[src/rtl/snoop_bus_arbiter.sv]
// Bus-side coherence transaction engine: broadcasts one request to all other caches,
// forwards a modified owner's beats (with write-back) or fetches the block from memory.
module snoop_bus_arbiter #(
   parameter int num_caches_p     = 4,
   parameter int dma_data_width_p = 2,
   parameter int block_size_p     = 8,
   localparam int id_w  = $clog2(num_caches_p),
   // Bus packet is {req_type[1:0], addr[31:0]}; its width does not depend on the beat width.
   localparam int pkt_w = 34,
   localparam int d_w   = dma_data_width_p * 32
) (
   input  logic                         clk_i,
   input  logic                         nreset_i,
   input  logic                         req_valid_i,
   output logic                         req_ready_o,
   input  logic [pkt_w-1:0]             req_pkt_i,
   input  logic [id_w-1:0]              req_id_i,
   output logic [num_caches_p-1:0]      sb_valid_o,
   output logic                         sb_tx_begin_o,
   output logic [num_caches_p-1:0]      sb_last_rx_o,
   output logic [pkt_w-1:0]             sb_bus_pkt_o,
   input  logic [num_caches_p-1:0]      sb_wait_i,
   input  logic [num_caches_p-1:0]      sb_hit_i,
   input  logic [num_caches_p-1:0]      sb_valid_i,
   input  logic [num_caches_p*d_w-1:0]  sb_data_i,
   output logic                         mem_rd_o,
   input  logic                         mem_valid_i,
   input  logic [d_w-1:0]               mem_rdata_i,
   output logic                         mem_wr_o,
   output logic [31:0]                  mem_addr_o,
   output logic [d_w-1:0]               mem_wdata_o,
   output logic                         resp_valid_o,
   output logic                         resp_last_o,
   output logic [d_w-1:0]               resp_data_o,
   output logic                         resp_shared_o,
   output logic [id_w-1:0]              resp_id_o
);

   localparam int beats = block_size_p / dma_data_width_p;
   localparam int cnt_w = $clog2(beats + 1);
   localparam logic [cnt_w-1:0] beats_c      = cnt_w'(beats);
   localparam logic [31:0]      blk_off_mask = 32'(block_size_p * 4 - 1);
   localparam logic [31:0]      beat_bytes   = 32'(dma_data_width_p * 4);
   localparam logic [1:0] op_ld_shared    = 2'd0;
   localparam logic [1:0] op_up_exclusive = 2'd2;

   typedef enum logic [2:0] {s_idle, s_begin, s_snoop, s_wait, s_mem, s_done} state_t;

   state_t            state_q, state_d;
   logic [pkt_w-1:0]  pkt_q, pkt_d;
   logic [id_w-1:0]   id_q, id_d;
   logic [cnt_w-1:0]  beat_cnt_q, beat_cnt_d;
   logic              hit_any_q, hit_any_d;

   logic [num_caches_p-1:0] mask;
   logic [num_caches_p-1:0] fwd_vec;
   logic                    wait_any;
   logic [d_w-1:0]          owner_data;
   logic [cnt_w-1:0]        cnt_inc;
   logic [31:0]             beat_addr;
   logic                    is_upgrade;
   logic                    partial_err;

   assign mask       = ~(num_caches_p'(1) << id_q);
   assign fwd_vec    = sb_valid_i & mask;
   assign wait_any   = |(sb_wait_i & mask);
   assign cnt_inc    = beat_cnt_q + cnt_w'(1);
   assign is_upgrade = (pkt_q[33:32] == op_up_exclusive);
   assign beat_addr  = (pkt_q[31:0] & ~blk_off_mask) + 32'(beat_cnt_q) * beat_bytes;

   // Lowest-index forwarding cache wins the data path.
   always_comb begin
      owner_data = '0;
      for (int i = num_caches_p - 1; i >= 0; i--) begin
         if (fwd_vec[i]) owner_data = sb_data_i[i*d_w +: d_w];
      end
   end

   always_ff @(posedge clk_i or negedge nreset_i) begin
      if (!nreset_i) begin
         state_q    <= s_idle;
         pkt_q      <= '0;
         id_q       <= '0;
         beat_cnt_q <= '0;
         hit_any_q  <= 1'b0;
      end else begin
         state_q    <= state_d;
         pkt_q      <= pkt_d;
         id_q       <= id_d;
         beat_cnt_q <= beat_cnt_d;
         hit_any_q  <= hit_any_d;
      end
   end

   always_comb begin
      state_d       = state_q;
      pkt_d         = pkt_q;
      id_d          = id_q;
      beat_cnt_d    = beat_cnt_q;
      hit_any_d     = hit_any_q;
      req_ready_o   = 1'b0;
      sb_tx_begin_o = 1'b0;
      sb_last_rx_o  = '0;
      mem_rd_o      = 1'b0;
      mem_wr_o      = 1'b0;
      mem_wdata_o   = '0;
      resp_valid_o  = 1'b0;
      resp_last_o   = 1'b0;
      resp_data_o   = '0;
      partial_err   = 1'b0;
      case (state_q)
         s_idle: begin
            req_ready_o = 1'b1;
            if (req_valid_i) begin
               pkt_d   = req_pkt_i;
               id_d    = req_id_i;
               state_d = s_begin;
            end
         end
         s_begin: begin
            sb_tx_begin_o = 1'b1;
            state_d       = s_snoop;
         end
         s_snoop: begin
            hit_any_d = |(sb_hit_i & mask);
            if (wait_any)        state_d = s_wait;
            else if (is_upgrade) state_d = s_done;
            else                 state_d = s_mem;
         end
         s_wait: begin
            if (beat_cnt_q == beats_c - cnt_w'(1)) sb_last_rx_o = mask;
            if (|fwd_vec) begin
               resp_valid_o = 1'b1;
               mem_wr_o     = 1'b1;
               resp_data_o  = owner_data;
               mem_wdata_o  = owner_data;
               resp_last_o  = (cnt_inc == beats_c);
               beat_cnt_d   = cnt_inc;
            end
            // A beat arriving in the same cycle the waits drop still counts toward the exit.
            if (!wait_any) begin
               if (beat_cnt_d == beats_c) begin
                  state_d = s_idle;
               end else if (beat_cnt_d == '0) begin
                  state_d = is_upgrade ? s_done : s_mem;
               end else begin
                  state_d     = s_idle;
                  partial_err = 1'b1;
               end
            end
         end
         s_mem: begin
            mem_rd_o = 1'b1;
            if (mem_valid_i) begin
               resp_valid_o = 1'b1;
               resp_data_o  = mem_rdata_i;
               resp_last_o  = (cnt_inc == beats_c);
               beat_cnt_d   = cnt_inc;
               if (cnt_inc == beats_c) state_d = s_idle;
            end
         end
         s_done: begin
            resp_valid_o = 1'b1;
            resp_last_o  = 1'b1;
            state_d      = s_idle;
         end
         default: state_d = s_idle;
      endcase
      if (state_d == s_idle) beat_cnt_d = '0;
   end

   assign sb_valid_o    = (state_q == s_idle) ? '0 : mask;
   assign sb_bus_pkt_o  = {pkt_q[33:32], beat_addr};
   assign mem_addr_o    = beat_addr;
   assign resp_shared_o = resp_valid_o & hit_any_q & (pkt_q[33:32] == op_ld_shared);
   assign resp_id_o     = id_q;

   a_single_owner: assert property (@(posedge clk_i) disable iff (!nreset_i)
      $onehot0(sb_valid_i & mask));
   a_mem_valid_in_mem: assert property (@(posedge clk_i) disable iff (!nreset_i)
      !(mem_valid_i && (state_q != s_mem)));
   a_no_partial_fwd: assert property (@(posedge clk_i) disable iff (!nreset_i)
      !partial_err);

endmodule

[config.mk]
export PLATFORM = sky130hd
export DESIGN_NAME = snoop_bus_arbiter
export DESIGN_NICKNAME = d
export VERILOG_FILES = /design/src/rtl/snoop_bus_arbiter.sv
export SDC_FILE = /design/constraint.sdc
export NUM_CORES = 1
export LEC_CHECK = 0
export BUFFER_PORTS_ARGS = -buffer_cell sky130_fd_sc_hd__buf_2
export CAP_MARGIN = 20
export CORE_AREA = 5 5 226 228
export DETAILED_ROUTE_END_ITERATION = 7
export DIE_AREA = 0 0 231 233
export SLEW_MARGIN = 30
export SYNTH_ARGS = -nofsm -noshare
export SYNTH_HDL_FRONTEND = slang
export SYNTH_SLANG_ARGS = --single-unit
[constraint.sdc]
create_clock -name clk_i -period 1.75 [get_ports clk_i]
set_input_delay 0.0875 -clock clk_i [delete_from_list [all_inputs] [get_ports clk_i]]
set_output_delay 0.0875 -clock clk_i [all_outputs]
set_load 0.01 [all_outputs]
# Word-level counts from Yosys, hierarchy flattened
# Index checks and enable logic that the tools add are counted.
[classes]
n_addsub = 2
n_mul = 0
n_div = 0
order_cmp = 0
eq_ne = 10
shifts = 1
mux = 35
bitwise = 6
n_reduce_logical = 10
[ops]
columns = ["cell", "n"]
rows = [
  ["64-bit 2-to-1 mux", 7],
  ["64-bit one-hot mux with 2 select lines", 1],
  ["3-bit 2-to-1 mux", 11],
  ["32-bit by 6-bit adder with 32-bit output", 1],
  ["3-bit one-hot mux with 5 select lines", 1],
  ["4-bit bitwise AND", 3],
  ["3-bit equality test (second input constant)", 4],
  ["4-bit 2-to-1 mux", 3],
  ["4-bit OR reduction", 3],
  ["3-bit by 2-bit equality test with 1-bit output (second input constant)", 3],
  ["3-bit logical NOT", 3],
  ["1-bit 2-to-1 mux", 9],
  ["1-bit one-hot mux with 3 select lines", 2],
  ["3-bit one-hot mux with 2 select lines", 1],
  ["4-bit NOT", 1],
  ["2-bit AND reduction", 2],
  ["1-bit by 2-bit left shift with 4-bit output (first input constant)", 1],
  ["3-bit by 1-bit adder with 3-bit output (second input constant)", 1],
  ["3-bit by 1-bit equality test with 1-bit output (second input constant)", 1],
  ["3-bit != test (second input constant)", 1],
  ["3-bit nonzero test", 1],
  ["1-bit bitwise AND", 2],
  ["2-bit equality test (second input constant)", 1],
  ["2-bit logical NOT", 1],
]
[word_totals]
regBits = 43
latch_bits = 0
ramBits = 0
rom_bits = 0
in_bits = 372
memories = 0

# Longest topological paths before layout
# Gate-level depths: netlist of run 1.
[logic_depth]
depth_word = 14
mapped_depth = 8
mapped_depth_nobuf = 6

# Worst setup path after synthesis of run 1
# No wires, ideal clock.
[synth_timing]
path_type = "register to output"
start = "reg id_q[1] (netlist: resp_id_o[1])"
end = "out resp_data_o[60]"
arrival_time_ns = 1.976
setup_slack_ns = -0.313
stages_incl_launch_ff = 9
n_path_buf = 3
cell_sequence = "dfrtp_1 > buf_4 > or3b_1 > o22ai_2 > or3_1 > buf_6 > buf_6 > nor3_1 > a21o_1"
[synth_between]
elab_chain_cells = 9
word_cells_on_any_way = 10
cone_classes = "1 x shift; 6 x mux; 2 x bitwise; 1 x reduce/logical"
[synth_lines]
columns = ["item", "line", "source"]
rows = [
  ["start, declared", "51", "logic [id_w-1:0] id_q, id_d;"],
  ["start signal, assigned", "89", "id_q <= id_d;"],
  ["1-bit by 2-bit left shift with 4-bit output *", "64", "assign mask = ~(num_caches_p'(1) << id_q);"],
  ["4-bit NOT *", "64", ""],
  ["4-bit bitwise AND *", "65", "assign fwd_vec = sb_valid_i & mask;"],
  ["64-bit 2-to-1 mux (4 in series)", "75", "if (fwd_vec[i]) owner_data = sb_data_i[i*d_w +: d_w];"],
  ["64-bit 2-to-1 mux *", "132", "if (|fwd_vec) begin"],
  ["64-bit one-hot mux with 2 select lines *", "111", "case (state_q)"],
  ["end, declared", "34", "output logic [d_w-1:0] resp_data_o,"],
]
# Every way passes the cells marked *; elsewhere a longest branch is shown, timed or not.

# Worst setup path in the final report of run 1
[layout_timing]
start = "reg id_q[0] (netlist: resp_id_o[0])"
end = "out resp_data_o[62]"
# Same word-level chain as after synthesis.

==> flow_summary.toml, run 1 <==
[run_status]
status = "finished with violations"
violations = "setup timing"

[yosys]
synth.distinct_cells = 51
synth_area_leaders = "dfrtp_1 12%, o21ai_0 7.9%, a221o_1 7.8%"
synth_ff_type = "dfrtp_1"
yosysSeqAreaShare_pct = 11.6
synthCells = 1210
async_flop_share_pct = 100
yosysTopAreaCell = "dfrtp_1"
synth_enable_flop_cells = 0
ys_warn_count = 0
synth_top_area_share_pct = 11.6
synth.avg_cell_area_um2 = 6.80
syn_area_mm2 = 0.00823
synth-seq-cells = 38

[hold_path]
hold_path_class = "in -> reg"
hold_start = "req_pkt_i[33]"

[global_route]
track_usage_pct = 16.7
grt_max_degree = 58
grt-ovfl-total = 0
grt_pass1_wl_mm = 70.9
antenna_found_initial = 10
grt_pass1_vias = 12100

[floorplanning]
row_count = 81
die_area_mm2 = 0.0538
core_mm2 = 0.0486
die_w_um = 231
dieHeight_um = 233
initial_core_util_pct = 16.9
ios = 583

[layout]
fin_util_pct = 31.1
fin_area_mm2 = 0.0151
syn2layout_area_growth_pct = 84.0
layout.nets = 2220
layout-drive-gt1-share_pct = 54.1

[clock_tree]
clk_latency_ns = 0.30
root_buffer = "clkbuf_16"
cts-htree-levels = 2
clockBufferDepth = 2
numCtsBuffers = 5
path_clk_slew_ns = 0.07
cts.sinks = 38
cts_tree = "done"

[setup_path]
worstSetupPathType = "reg -> out"
start_kind = "register"
crit_path_cell_trace = "mux2_4 -> o22ai_4 -> or3_4 -> buf_12 -> buf_12 -> nor3_4 -> a21o_1 -> buf_2"
r2r_slack_ns = -0.35
critPathSlowestCell = "dfrtp_4"
critPathMaxStageDelay_ns = 0.51
cp-startpoint = "resp_id_o[0]"
critPathMostFrequentCell = "buf_12"
cp.required_ns = 1.66
end_kind = "primary output"
crit_fanout = 10
timing.rr.start = "resp_id_o[0]"
arrival_ns = 2.38

[timing]
fin_crit_ns = 2.46
min_period_over_period_pct = 141
setup_ws_ns = -0.713
maxSlewViolCount = 0
fin_skew_ns = 0.00666
slew_headroom_pct = 62.9
finalSetupViolations = 187
final_hold_viol_count = 0
rsz0062_at_grt = "true"
worst_pin_slew_ns = 0.556
fmax_ghz = 0.406

[power]
pwr-share-seq_pct = 8.0
p_leak_nw = 7.37
combPwrFrac_pct = 86.3
cellPowerDensity_mw_per_mm2 = 1480
p_sw_share_pct = 49.8
switching_power_mw = 11.2
vdd_drop_max_uv = 976
p_clk_share_pct = 5.7
internal_power_mw = 11.2

[placed_design]
hpwl_mm = 37.9
portBuffers = 571
place_ws_ns = -0.469
place_area_mm2 = 0.0132
gp_congestion = 0.910

[drt]
ant_nets = 0
drtIter0Drc = 599
route.detailed.drc = 0
via_per_inst = 4.88
num_vias = 12000
first_pass_iters = 6
routedWlPerCell_um = 20.4
wl_mm = 50.3

[flow_run]
drv_cap = 0
-- stage by stage --
stage | instances | total power [mW] | setup TNS (ns) | hold slack [ns]
global placement | 2420 | 17.9 | -45.26 | 0.0614
detailed placement | 2420 | 18.0 | -48.97 | 0.0602
floorplan | 1215 | 11.2 | -16.04 | -0.208
finish | 2467 | 22.4 | -101.43 | 0.00960
CTS | 2441 | 21.2 | -97.61 | 0.00140
global route | 2467 | 23.8 | -116.79 | 0.0197
-- synth_stat cells, drive strengths merged, types with 2 or more instances --
| library cell | number |
|---|---|
| mux2 | 33 |
| nand2 | 138 |
| nand3b | 3 |
| nand2b | 69 |
| or2 | 2 |
| mux2i | 4 |
| a32oi | 2 |
| nor3 | 70 |
| o21bai | 64 |
| ha | 5 |
| nor2b | 66 |
| o21ai | 131 |
| a21oi | 7 |
| dfrtp | 38 |
| and4 | 7 |
| nand4 | 4 |
| a221o | 64 |
| inv | 5 |
| and2 | 4 |
| buf | 92 |
| a21o | 64 |
| clkbuf | 67 |
| and3 | 8 |
| nor2 | 82 |
| nand3 | 72 |
| xnor2 | 16 |
| a211oi | 65 |
| xor2 | 10 |
| nor3b | 4 |
-- timing repair --
item	4_1_cts	5_1_grt
hold buffers	3	0
gates resized for setup	161	108
endpoints found under the setup margin	198	208
endpoints found under the hold margin	19	0
gates cloned	3	5
pin swaps	57	40
setup buffers	11	23
-- routing by layer --
metal	GRT usage, %	wire length [um]	part of all wire, %	up-vias
met5	0	97	0.19	-
met4	6.65	1850	3.7	16
met3	3.67	4010	8.0	88
met2	31.1	25700	51	615
met1	18.5	18600	37	5737
li1	-	-	-	5580
-- logic make-up (layout without fill, tap and decap cells) --
group | count (synthesis) | after routing | synth area share, %
and+or+nand+nor | 534 | 534 | 34.6
AOI/OAI and AO/OA | 405 | 405 | 35.0
buffers and inverters | 164 | 793 | 10.3
DFF | 38 | 38 | 11.6
muxes | 37 | 37 | 5.00
xor gates and xnor gates | 26 | 26 | 2.77
adders and majority gates | 5 | 5 | 0.760
other | 1 | 7 | 0.0456
-- layout make-up --
| cell class | count | area, um^2 |
|---|---|---|
| antenna | 1 | 2.50 |
| clock buffer | 6 | 139 |
| clock inverter | 2 | 60.1 |
| fill | 5106 | 33500 |
| inverter | 5 | 27.5 |
| multi-input combinational | 1013 | 7840 |
| sequential | 38 | 958 |
| tap | 622 | 778 |
| timing repair buffer | 780 | 5340 |
-- path summary, 6_finish.rpt --
kind / end / cells after the start
worst min register to register: hit_any_q / 2
min in group asynchronous: pkt_q[16] / 2
worst max-delay path: resp_data_o[62] / 8
worst min-delay path: pkt_q[33] / 2
worst max register to register: beat_cnt_q[2] / 7
max in group asynchronous: resp_id_o[1] / 3
-- cell usage in the layout (no fill, tap or decap), types with 59 or more instances in the layout --
cell type    n
nand2b_1    68
buf_6       75
nor2_1      78
o21bai_1    64
nand2_1    132
nor2b_1     65
buf_4      130
buf_2      532
a221o_1     64
o21ai_0    119
nand3_1     66
a21o_1      64
nor3_4      59
-- worst max-delay path, delay by kind of cell (launching register included) --
kind	cells	cell delay (ns)
mux	1	0.23
flops	1	0.51
simple gates	2	0.68
buf+inv	3	0.46
compound gates	2	0.18
-- power groups by stage --
stage,Sequential (mW),Clock [mW],Combinational (mW)
2_1_floorplan,1.74,0,9.46
3_3_place_gp,1.67,0,16.2
3_5_place_dp,1.69,0,16.3
4_1_cts,1.73,1.31,18.2
5_1_grt,1.84,1.33,20.6
6_report,1.79,1.28,19.3
-- state kept, by name, indices dropped and copies added (netlist names) --
signal	count
state_q	3
beat_cnt_q	3
hit_any_q	1
resp_id_o	2
pkt_q	29
No activity file was read; power rests on OpenSTA's default activity.
==> run 2, diff against run 1 <==
ABC_AREA = 1   (was not set)
CORE_AREA = 5 5 221 223   (was 5 5 226 228)
DIE_AREA = 0 0 226 228   (was 0 0 231 233)
==> run 2 against run 1 <==
  * The run still ends with setup timing left
  * Area after synthesis fell by 26%
  * Synthesized cell count is 9.2% lower
  * Non-clock buffer count is 49 higher
==> flow_summary.toml, run 2 <==
[floorplanning]
initial_core_util_pct = 13.1
core_mm2 = 0.0464
dieHeight_um = 228
die_w_um = 226
die_area_mm2 = 0.0515
ios = 583
row_count = 79

[placed_design]
hpwl_mm = 36.5
portBuffers = 571
numPlacedInstances = 2299
place_ws_ns = -0.336
place_area_mm2 = 0.0102
gp_congestion = 0.915

[run_status]
violations = "setup timing"
status = "finished with violations"

[yosys]
synthCells = 1099
synth_ff_type = "dfrtp_1"
ys_warn_count = 0
async_flop_share_pct = 100
yosysSeqAreaShare_pct = 15.7
synth.avg_cell_area_um2 = 5.51
yosysTopAreaCell = "nand2_1"
synth_enable_flop_cells = 0
synth-seq-cells = 38
synth.most_common_cell = "nand2_1"
synth_top_cells_by_count = "413 x nand2_1, 146 x nand3_1, 140 x inv_1, 69 x nor2_1, 56 x buf_4"
syn_area_mm2 = 0.00605
synth_area_leaders = "nand2_1 26%, dfrtp_1 16%, nand3_1 12%"
synth.distinct_cells = 40
synth_top_area_share_pct = 25.6

[drt]
num_vias = 10600
drt-met1-wl_mm = 19.0
wl_met3_mm = 3.68
wl_met2_mm = 27.0
first_pass_iters = 5
drtIter0Drc = 695
wl_mm = 51.6
ant_nets = 0
top_layer = "met5"
via_per_inst = 4.33
routedWlPerCell_um = 21.0
route.detailed.drc = 0

[layout]
layout.nets = 2212
final_common_cell = "buf_2"
layout_common_cells = "481 x buf_2, 273 x nand2_1, 158 x buf_6, 99 x buf_4, 97 x inv_2"
fin_util_pct = 34.4
largest_reg_flops = 29
fin_area_mm2 = 0.0160
regMostFlops = "pkt_q"
fin_cells = 2458
layout-drive-gt1-share_pct = 73.3
reg.largest.list = "pkt_q: 29 flops, beat_cnt_q: 3 flops, state_q: 3 flops"
syn2layout_area_growth_pct = 164

[timing]
rsz0062_at_grt = "true"
fmax_ghz = 0.425
fin_crit_ns = 2.35
timing.setup.tns_ns = -69.36
maxSlewViolCount = 0
slew_headroom_pct = 65.6
setup_ws_ns = -0.601
worst_pin_slew_ns = 0.516
final_hold_viol_count = 0
min_period_over_period_pct = 134
finalSetupViolations = 182
fin_skew_ns = 0.00651

[setup_path]
cp.required_ns = 1.66
crit_family = "buffers and inverters"
start_kind = "register"
critPathMaxStageDelay_ns = 0.42
cp-startpoint = "resp_id_o[0]"
crit_fanout = 7
critPathSlowestCell = "dfrtp_1"
arrival_ns = 2.26
cp.buffers_inverters = 6
timing.rr.start = "resp_id_o[0]"
critPathMostFrequentCell = "nand2_4"
worstSetupPathType = "reg -> out"
crit_path_cell_trace = "buf_6 -> nand2_4 -> nand2_4 -> inv_6 -> buf_12 -> buf_8 -> nand3_2 -> nand3_2 -> inv_2 -> o31ai_4 -> nand2_8 -> nand2_4 -> buf_6"
end_kind = "primary output"

[clock_tree]
cts_tree = "done"
root_buffer = "clkbuf_16"
numCtsBuffers = 5
path_clk_slew_ns = 0.06
clockBufferDepth = 2
clk_latency_ns = 0.29
cts.sinks = 38
cts-htree-levels = 2

[global_route]
grt_max_degree = 45
grt_pass1_wl_mm = 67.2
track_usage_pct = 17.3
antenna_found_initial = 28
grt-ovfl-total = 0
grt_pass1_vias = 10200

[power]
cellPowerDensity_mw_per_mm2 = 1350
p_leak_nw = 8.72
vdd_drop_max_uv = 822

[hold_path]
hold_start = "req_pkt_i[27]"
hold_path_class = "in -> reg"

[flow_run]
drv_cap = 0
[run 2: layer usage]
metal  vias to the layer above  GRT usage (%)
met3                       130           2.74
met5                         -              0
met2                       579           32.5
met4                        14           4.05
met1                      5041           20.3
li1                       4883              -
[run 2: final timing paths]
check | end | slack [ns] | depth (start not counted)
max | resp_data_o[0] | -0.60 | 13
min | pkt_q[27] | 0.007 | 3
max reg2reg | beat_cnt_q[2] | -0.14 | 14
min reg2reg | pkt_q[29] | 0.56 | 2
max in group asynchronous | resp_id_o[1] | 0.95 | 3
min in group asynchronous | pkt_q[27] | 0.41 | 3
[run 2: logic make-up (layout without fill, tap and decap cells)]
logic type / Yosys count / in the layout / share of synthesized area [%]
adders and majority gates: 5 / 5 / 1.03
buffers and inverters: 254 / 986 / 20.7
and+or+nand+nor: 685 / 685 / 49.0
DFF: 38 / 38 / 15.7
xor gates and xnor gates: 26 / 26 / 3.76
other: 1 / 21 / 0.0619
AOI/OAI and AO/OA: 90 / 90 / 9.74
[run 2: stage by stage]
stage / power, mW / hold WS (ns)
after CTS: 18.6 / 0.00203
after global routing: 22.8 / 0.0151
after global placement: 12.1 / 0.180
final: 21.5 / 0.00737
after detailed placement: 12.1 / 0.181
after floorplan: 7.48 / -0.208
[run 2: final cells by class]
class,count,area [um^2]
fill,4727,30400
inverter,149,604
clock inverter,2,37.5
tap,607,759
sequential,38,952
antenna,15,37.5
multi-input combinational,812,6670
clock buffer,6,129
timing repair buffer,829,6770
[run 2: tightest hold or removal path: stages]
cell and delay, ns:
buf_2 0.07, nand2_1 0.04, o21ai_0 0.05
[run 2: timing repair]
action / in CTS / in global routing
setup endpoints to repair: 184 / 183
cloned: 22 / 6
endpoints found under the hold margin: 50 / 0
hold buffers: 13 / 0
setup buffers: 57 / 55
gates resized for setup: 564 / 368
pin swaps: 125 / 163
[run 2: power by group]
group | internal, mW | switching [mW]
Clock | 0.674 | 0.377
Combinational | 9.03 | 9.72
Sequential | 1.28 | 0.446
Total | 11.0 | 10.5
